## src/rtl/freq_meter_10mhz.sv

```systemverilog
// Gated frequency counter: counts SIG_IN rising edges over GATE_CYCLES master-clock cycles.
// Optional FREQ_METER_BCD_EN adds a FREQ_BCD output fed by an iterative shift-add-3 converter.
module freq_meter_10mhz #(
  parameter int GATE_CYCLES = 10000000,
  parameter int CNT_W       = 24,
  parameter int SYNC_STAGES = 2
) (
  input  logic             CLOCK_10MHz,
  input  logic             RESET,
  input  logic             SIG_IN,
  input  logic             START,
  input  logic             CONTINUOUS,
  output logic [CNT_W-1:0] FREQ_COUNT,
  output logic             COUNT_VALID,
  output logic             BUSY,
  output logic             OVERFLOW
`ifdef FREQ_METER_BCD_EN
  ,
  output logic [31:0]      FREQ_BCD
`endif
);

  localparam int SS = (SYNC_STAGES < 2) ? 2 : SYNC_STAGES;
  localparam int GW = (GATE_CYCLES > 1) ? $clog2(GATE_CYCLES) : 1;
  localparam logic [GW-1:0]    GATE_LOAD = GW'(GATE_CYCLES - 1);
  localparam logic [CNT_W-1:0] CNT_MAX   = {CNT_W{1'b1}};

  // state | meaning
  // IDLE  | waiting for START
  // ARM   | clear edge counter, load gate timer
  // GATE  | counting edges for GATE_CYCLES cycles
  // DONE  | latch result (or start BCD conversion)
  // CONV  | shift-add-3 conversion, one bit per cycle (BCD build only)
  localparam logic [2:0] IDLE = 3'd0;
  localparam logic [2:0] ARM  = 3'd1;
  localparam logic [2:0] GATE = 3'd2;
  localparam logic [2:0] DONE = 3'd3;
`ifdef FREQ_METER_BCD_EN
  localparam logic [2:0] CONV = 3'd4;
  localparam int BW = $clog2(CNT_W + 1);
`endif

  logic [2:0]       state_q, state_d;
  logic [SS-1:0]    sync_q, sync_d;
  logic             dly_q, dly_d;
  logic [GW-1:0]    gate_q, gate_d;
  logic [CNT_W-1:0] cnt_q, cnt_d;
  logic             sat_q, sat_d;
  logic [CNT_W-1:0] freq_q, freq_d;
  logic             ovf_q, ovf_d;
  logic             valid_q, valid_d;
  logic             busy_q, busy_d;
  logic             edge_pulse;
`ifdef FREQ_METER_BCD_EN
  logic [CNT_W-1:0] bin_q, bin_d;
  logic [31:0]      work_q, work_d;
  logic [31:0]      bcd_q, bcd_d;
  logic [BW-1:0]    bit_q, bit_d;
  logic [31:0]      work_adj;
  logic [31:0]      work_step;
`endif

  assign sync_d     = {sync_q[SS-2:0], SIG_IN};
  assign dly_d      = sync_q[SS-1];
  assign edge_pulse = sync_q[SS-1] & ~dly_q;

`ifdef FREQ_METER_BCD_EN
  // Add 3 to every digit >= 5, then shift the next binary bit in.
  always_comb begin
    work_adj = work_q;
    for (int i = 0; i < 8; i++) begin
      if (work_q[4*i +: 4] >= 4'd5) work_adj[4*i +: 4] = work_q[4*i +: 4] + 4'd3;
    end
    work_step = {work_adj[30:0], bin_q[CNT_W-1]};
  end
`endif

  always_comb begin
    state_d = state_q;
    gate_d  = gate_q;
    cnt_d   = cnt_q;
    sat_d   = sat_q;
    freq_d  = freq_q;
    ovf_d   = ovf_q;
    valid_d = 1'b0;
`ifdef FREQ_METER_BCD_EN
    bin_d   = bin_q;
    work_d  = work_q;
    bcd_d   = bcd_q;
    bit_d   = bit_q;
`endif
    case (state_q)
      IDLE: begin
        if (START) state_d = ARM;
      end
      ARM: begin
        cnt_d   = '0;
        sat_d   = 1'b0;
        gate_d  = GATE_LOAD;
        state_d = GATE;
      end
      GATE: begin
        if (edge_pulse) begin
          if (cnt_q == CNT_MAX) sat_d = 1'b1;
          else                  cnt_d = cnt_q + CNT_W'(1);
        end
        if (gate_q == '0) state_d = DONE;
        else              gate_d  = gate_q - GW'(1);
      end
      DONE: begin
`ifdef FREQ_METER_BCD_EN
        bin_d   = cnt_q;
        work_d  = '0;
        bit_d   = BW'(CNT_W);
        state_d = CONV;
`else
        freq_d  = cnt_q;
        ovf_d   = sat_q;
        valid_d = 1'b1;
        state_d = CONTINUOUS ? ARM : IDLE;
`endif
      end
`ifdef FREQ_METER_BCD_EN
      CONV: begin
        // cnt_q/sat_q are untouched until the next ARM, so they are latched here
        work_d = work_step;
        bin_d  = {bin_q[CNT_W-2:0], 1'b0};
        bit_d  = bit_q - BW'(1);
        if (bit_q == BW'(1)) begin
          freq_d  = cnt_q;
          ovf_d   = sat_q;
          bcd_d   = work_step;
          valid_d = 1'b1;
          state_d = CONTINUOUS ? ARM : IDLE;
        end
      end
`endif
      default: state_d = IDLE;
    endcase
  end

`ifdef FREQ_METER_BCD_EN
  assign busy_d = (state_d == ARM) || (state_d == GATE) || (state_d == CONV);
`else
  assign busy_d = (state_d == ARM) || (state_d == GATE);
`endif

  always_ff @(posedge CLOCK_10MHz) begin
    if (RESET) begin
      state_q <= IDLE;
      sync_q  <= '0;
      dly_q   <= 1'b0;
      gate_q  <= '0;
      cnt_q   <= '0;
      sat_q   <= 1'b0;
      freq_q  <= '0;
      ovf_q   <= 1'b0;
      valid_q <= 1'b0;
      busy_q  <= 1'b0;
`ifdef FREQ_METER_BCD_EN
      bin_q   <= '0;
      work_q  <= '0;
      bcd_q   <= '0;
      bit_q   <= '0;
`endif
    end else begin
      state_q <= state_d;
      sync_q  <= sync_d;
      dly_q   <= dly_d;
      gate_q  <= gate_d;
      cnt_q   <= cnt_d;
      sat_q   <= sat_d;
      freq_q  <= freq_d;
      ovf_q   <= ovf_d;
      valid_q <= valid_d;
      busy_q  <= busy_d;
`ifdef FREQ_METER_BCD_EN
      bin_q   <= bin_d;
      work_q  <= work_d;
      bcd_q   <= bcd_d;
      bit_q   <= bit_d;
`endif
    end
  end

  assign FREQ_COUNT  = freq_q;
  assign COUNT_VALID = valid_q;
  assign BUSY        = busy_q;
  assign OVERFLOW    = ovf_q;
`ifdef FREQ_METER_BCD_EN
  assign FREQ_BCD    = bcd_q;
`endif

endmodule

```

## config.mk

```make
export PLATFORM = sky130hd
export DESIGN_NAME = freq_meter_10mhz
export DESIGN_NICKNAME = d
export VERILOG_FILES = /design/src/rtl/freq_meter_10mhz.sv
export SDC_FILE = /design/constraint.sdc
export NUM_CORES = 1
export LEC_CHECK = 0
export ABC_AREA = 1
export BUFFER_PORTS_ARGS = -buffer_cell sky130_fd_sc_hd__clkbuf_2
export CELL_PAD_IN_SITES_DETAIL_PLACEMENT = 1
export CELL_PAD_IN_SITES_GLOBAL_PLACEMENT = 1
export CORE_ASPECT_RATIO = 0.75
export CORE_MARGIN = 2
export CORE_UTILIZATION = 40
export DETAILED_ROUTE_END_ITERATION = 16
export GPL_TIMING_DRIVEN = 1
export HOLD_SLACK_MARGIN = 0.12
export PLACE_DENSITY = 0.79
export SYNTH_ARGS = -nofsm -noshare
export SYNTH_HDL_FRONTEND = slang
export SYNTH_SLANG_ARGS = --single-unit
```

## constraint.sdc

```tcl
create_clock -name CLOCK_10MHz -period 3.47 [get_ports CLOCK_10MHz]
set_input_delay 0.5205 -clock CLOCK_10MHz [delete_from_list [all_inputs] [get_ports CLOCK_10MHz]]
set_output_delay 0.5205 -clock CLOCK_10MHz [all_outputs]
set_load 0.05 [all_outputs]
```

Word-level counts from Yosys, hierarchy flattened
Cells that the tools add are included.
{ "word_totals": {"register_bits": 82, "out_inout_bits": 27, "wordCells": 44} }
{ "op_classes": {"add_sub_neg": 2, "n_eq_ne": 10, "mux": 13, "bitwise_logic": 2, "n_reduce_logical": 7} }
{ "ops": {"columns": ["cell", "n"], "rows": [
  ["$pmux 24 s2", 2],
  ["$mux 24", 3],
  ["$add 24x1->24 const B", 1],
  ["$eq 24x24->1 const B", 1],
  ["$logic_not 24->1", 1],
  ["$sub 24x1->24 const B", 1],
  ["$pmux 3 s4", 1],
  ["$eq 3x2->1 const B", 3],
  ["$ne 2x2->1 const B", 4],
  ["$eq 3x1->1 const B", 2],
  ["$mux 3", 2],
  ["$reduce_and 3->1", 2],
  ["$mux 1", 4],
  ["$logic_not 3->1", 1],
  ["$pmux 1 s2", 1],
  ["$reduce_and 2->1", 1],
  ["$reduce_bool 2->1", 1],
  ["$and 1x1->1", 1],
  ["$logic_or 1x1->1", 1],
  ["$not 1->1", 1]
]} }

Depth between registers and ports, before layout
{ "depth": {"depth_word": 5, "mapped_depth": 13, "depth_no_buf": 11} }

Least setup slack after synthesis
Ideal clock, no wire load.
{ "synth_timing": {"path_type": "flip-flop to flip-flop", "from": "reg cnt_q[0]", "to": "reg cnt_q[11]", "setup_time_ns": 0.132, "arrival_ns": 1.585, "t_required_ns": 3.338, "setup_slack_ns": 1.753, "stages_incl_launch_ff": 12, "n_path_buf": 1, "period_less_slack_ns": 1.717, "path_cell_list": "dfxtp_1 -> ha_1 -> inv_1 -> nor2_4 -> nand2_4 -> nor2_4 -> nand3_2 -> nand3_4 -> inv_2 -> buf_6 -> nand2_1 -> a21oi_1"} }
{ "synth_between": {"elab_chain_cells": 4, "elab_cells_between_ends": 7, "classes_between": "1 x add/sub; 2 x eq/ne; 3 x mux; 1 x reduce/logical"} }
{ "synth_rtl": {"columns": ["item", "line_no", "source"], "rows": [
  ["start: declaration", "47", "logic [CNT_W-1:0] cnt_q, cnt_d;"],
  ["start signal: assignment", "171", "cnt_q <= cnt_d;"],
  ["$add 24x1->24", "105", "else cnt_d = cnt_q + CNT_W'(1);"],
  ["$mux 24", "104", "if (cnt_q == CNT_MAX) sat_d = 1'b1;"],
  ["$mux 24", "103", "if (edge_pulse) begin"],
  ["$pmux 24 s2", "92", "case (state_q)"]
]} }
Parallel ways exist; a longest one is shown, timed or not. The select of a mux whose other input is x is not followed.
A chain may end at the register's enable or synchronous reset.

Final worst setup path
{ "layout_timing": {"from": "reg state_q[2]", "to": "reg cnt_q[12]"} }
{ "layout_between": {"elab_chain_cells": 3, "elab_cells_between_ends": 7, "classes_between": "4 x eq/ne; 1 x mux; 2 x reduce/logical"} }
{ "layout_rtl": {"columns": ["item", "line_no", "source"], "rows": [
  ["start: declaration", "43", "logic [2:0] state_q, state_d;"],
  ["start signal: assignment", "167", "state_q <= state_d;"],
  ["$eq 3x2->1 or $eq 3x1->1 (tied branches)", "92", null],
  ["$ne 2x2->1 (no line) or $reduce_bool 2->1 (tied branches)", null, null],
  ["$reduce_and 3->1 (no line)", null, null]
]} }
Parallel ways exist; a longest one is shown, timed or not.

==> key figures <==
Outcome
  – Status: complete, no violations

Cells and area
  – Synthesis-to-layout area growth: 11.6%
  – # diodes: 0
  – Layout cell share with drive strength beyond 1: 10.4%
  – Post-Layout Cell Count: 852
  – Final Util: 45.2%
  – NumNets Final: 714

Synthesis
  – Post-synthesis cell count: 688
  – Post-synth top flop: dfxtp_1
  – FF+latch count, synth: 82
  – Post-synth ARST share: 0%
  – Sequential area share after synthesis: 37.5%
  – Synth top area share: 37.5%
  – Synth Net Count: 695
  – Mapped Area: 4380 µm²
  – YS warnings: 0
  – Syn_area_per_cell: 6.37 µm²
  – Yosys top cell by area: dfxtp_1
  – Library cells used by synthesis: 36
  – Largest cells by area after synthesis: dfxtp_1 37%, nand2_1 16%, nor2_1 13%
  – Number of synthesized flops with an enable pin: 0

CTS
  – Post-CTS sizing: 0
  – Setup Buffers After CTS: 0
  – Clock Latency Late Sink: 0.34 ns
  – Clk slew on worst S/H paths: 0.07 ns
  – Number of H-tree levels: 3
  – Total CTS buffers: 9
  – Hold-fix buffers, CTS: 0
  – Sinks on Clock Net: 82
  – Root Buffer: clkbuf_16
  – CTS Buffer Depth: 2
  – CTS tree: built

Power and ir drop
  – Pleak: 1.91 nW
  – Clock power share: 45.2%
  – Final Total Pwr: 2.20 mW
  – NetSw: 0.604 mW
  – Max VDD drop: 0.000271 V
  – Comb power frac: 10.8%
  – Seq pwr share: 44.0%
  – Sw Share: 27.5%
  – Pwr/cell area: 450 nW/µm²
  – Internal power: 1.60 mW

Timing
  – Setup_tns: 0 ns
  – RSZ-0062 raised after global routing: false
  – Final clock skew: 0.00792 ns
  – Max_slew headroom: 48.2%
  – Tmin final: 2.50 ns
  – Final period utilization: 72.1%
  – PnR worst setup slack: 0.967 ns
  – Final setup viols: 0
  – Highest Clock Rate: 0.400 GHz
  – Slew @ Worst Pin: 0.776 ns
  – Final hold violation count: 0
  – Final count of pins violating max slew: 0

Min path
  – Hold wc startpoint: SIG_IN
  – Hold-critical path endpoint: sync_q[0]
  – Hold depth: 3
  – Worst Hold Class: input pin to flip-flop

Route
  – Vias/cell: 5.16
  – DRC violations left: 0
  – Routed WL: 12.7 mm
  – DR WL/cell: 14.8 µm
  – Via Count: 4394
  – Drt first pass iters: 4
  – Initial drt markers: 221
  – DRT antenna net count: 0

Worst setup path
  – Crit path arrival time: 2.76 ns
  – Largest fanout on the critical path: 32
  – WP data required: 3.73 ns
  – Worst path cell trace: inv_1 -> nand2_2 -> nor2_8 -> inv_2 -> nand2_1 -> nand3_4 -> inv_2 -> nand2_1 -> a21oi_1
  – Crit path launch type: flip-flop
  – Reg-to-reg startpoint: state_q[2]
  – Cell family with most CP delay: simple AND/OR/NAND/NOR gates
  – Cell with the largest stage delay on the worst path: inv_2
  – Crit end category: flip-flop
  – RR Endpoint: cnt_q[12]
  – Slowest Stage Delay on Critical Path: 0.40 ns
  – Worst Path Class, Setup: flip-flop to flip-flop
  – Buffers and inverters on the worst path: 3
  – Worst reg2reg path depth: 9
  – R2R setup slack: 0.97 ns

Place
  – Cell count after placement: 836
  – Post-DP HPWL: 9.03 mm
  – I/O Buffers: 31
  – Setup WS pre-CTS: 0.991 ns
  – Gp weighted congestion: 0.888

Global routing
  – Grt ovf: 0
  – Largest net degree at the start of global routing: 53
  – Vias in the first global route: 4257
  – First-pass GRT wire length: 21.2 mm
  – Total GRT Usage: 22.0%
  – Initial antenna violation count: 1

Floorplan
  – Die ar.: 11800 µm²
  – # rows: 33
  – Vert. Die Dim: 94.6 µm
  – # IOs: 32
  – Core Footprint: 10800 µm²
  – Chip Width: 125 µm
  – Initial Utilization: 40.5%

Job
  – Max cap viols: 0
## layer usage
metal / wire length [µm] / part of all wire (%) / track usage [%]
met1: 6690 / 53 / 31.9
met2: 5320 / 42 / 33.7
met3: 492 / 3.9 / 4.65
met4: 129 / 1.0 / 5.28
met5: 13 / 0.10 / 0
## power by group through the flow
stage | registers, mW | clock network, mW | logic [mW]
2_1_floorplan | 0.991 | 0 | 0.179
3_3_place_gp | 0.989 | 0 | 0.222
3_5_place_dp | 0.990 | 0 | 0.234
4_1_cts | 0.968 | 1.02 | 0.236
5_1_grt | 0.970 | 1.05 | 0.267
6_report | 0.969 | 0.995 | 0.237
## cell families after synthesis
kind of cell	Yosys count	share of synthesized area, %
AOI/OAI and AO/OA	91	10.6
xor gates and xnor gates	14	2.80
adders and majority gates	2	0.571
buffers and inverters	85	8.48
DFF	82	37.5
other	1	0.0856
and+or+nand+nor	413	40.0
## cells in the mapped netlist (2+ instances only)
| cell | number |
|---|---|
| a21oi_1 | 53 |
| buf_1 | 2 |
| buf_2 | 4 |
| buf_6 | 4 |
| clkbuf_1 | 12 |
| clkinv_1 | 7 |
| dfxtp_1 | 82 |
| ha_1 | 2 |
| inv_1 | 50 |
| inv_2 | 2 |
| nand2_1 | 184 |
| nand2_2 | 6 |
| nand2_4 | 2 |
| nand3_1 | 45 |
| nand3b_1 | 2 |
| nand4_1 | 10 |
| nor2_1 | 147 |
| nor2_2 | 4 |
| nor2_4 | 3 |
| nor3_1 | 3 |
| o21ai_0 | 35 |
| or2_2 | 3 |
| xnor2_1 | 2 |
| xor2_1 | 12 |
## through the flow
step / hold WS [ns] / instance area, µm²
5_1_grt: 0.402 / 4890
3_3_place_gp: 0.389 / 4580
2_1_floorplan: 0.388 / 4380
3_5_place_dp: 0.404 / 4580
6_report: 0.372 / 4890
4_1_cts: 0.364 / 4890
## cells in the final DEF, fill, tap and decap left out, types with 3 or more instances in the layout
cell type	instances
clkbuf_16	9
nor2_4	3
nand2_2	6
nor2_1	147
o21ai_0	35
nand2_1	184
a21oi_1	53
inv_6	3
nand4_1	10
nor3_1	3
nand3_1	45
nor2_2	4
clkinv_1	7
clkbuf_2	31
xor2_1	12
dfxtp_1	82
inv_1	50
or2_2	3
## final cells by class
cell class | count | area (µm²)
Inverter | 60 | 226
Tap cell | 140 | 175
Multi-Input combinational cell | 521 | 2370
Sequential cell | 82 | 1640
Timing Repair Buffer | 33 | 170
Clock inverter | 7 | 83.8
Clock buffer | 9 | 225
Fill cell | 1471 | 5930
## flip-flops by register name (all words and copies together), names as in the netlist
register / flops
FREQ_COUNT: 24
cnt_q: 24
sat_q: 1
OVERFLOW: 1
sync_q: 2
dly_q: 1
BUSY: 1
state_q: 3
gate_q: 24
COUNT_VALID: 1
## worst max-delay path by stage
stage	depth (start not counted)	slack, ns	start	end
final	9	0.97	state_q[2]	cnt_q[12]
after floorplan	11	1.75	cnt_q[0]	cnt_q[11]
after detailed placement	9	0.99	state_q[2]	cnt_q[12]
after global routing	9	0.71	state_q[2]	cnt_q[7]
after CTS	9	0.95	state_q[2]	cnt_q[12]
after global placement	10	1.10	state_q[2]	cnt_q[1]
## worst min-delay path, delay by kind of cell
kind | cells | cell delay (ns)
buf+inv | 2 | 0.12
simple gates | 1 | 0.03
Power figures use the tool's default switching activity.
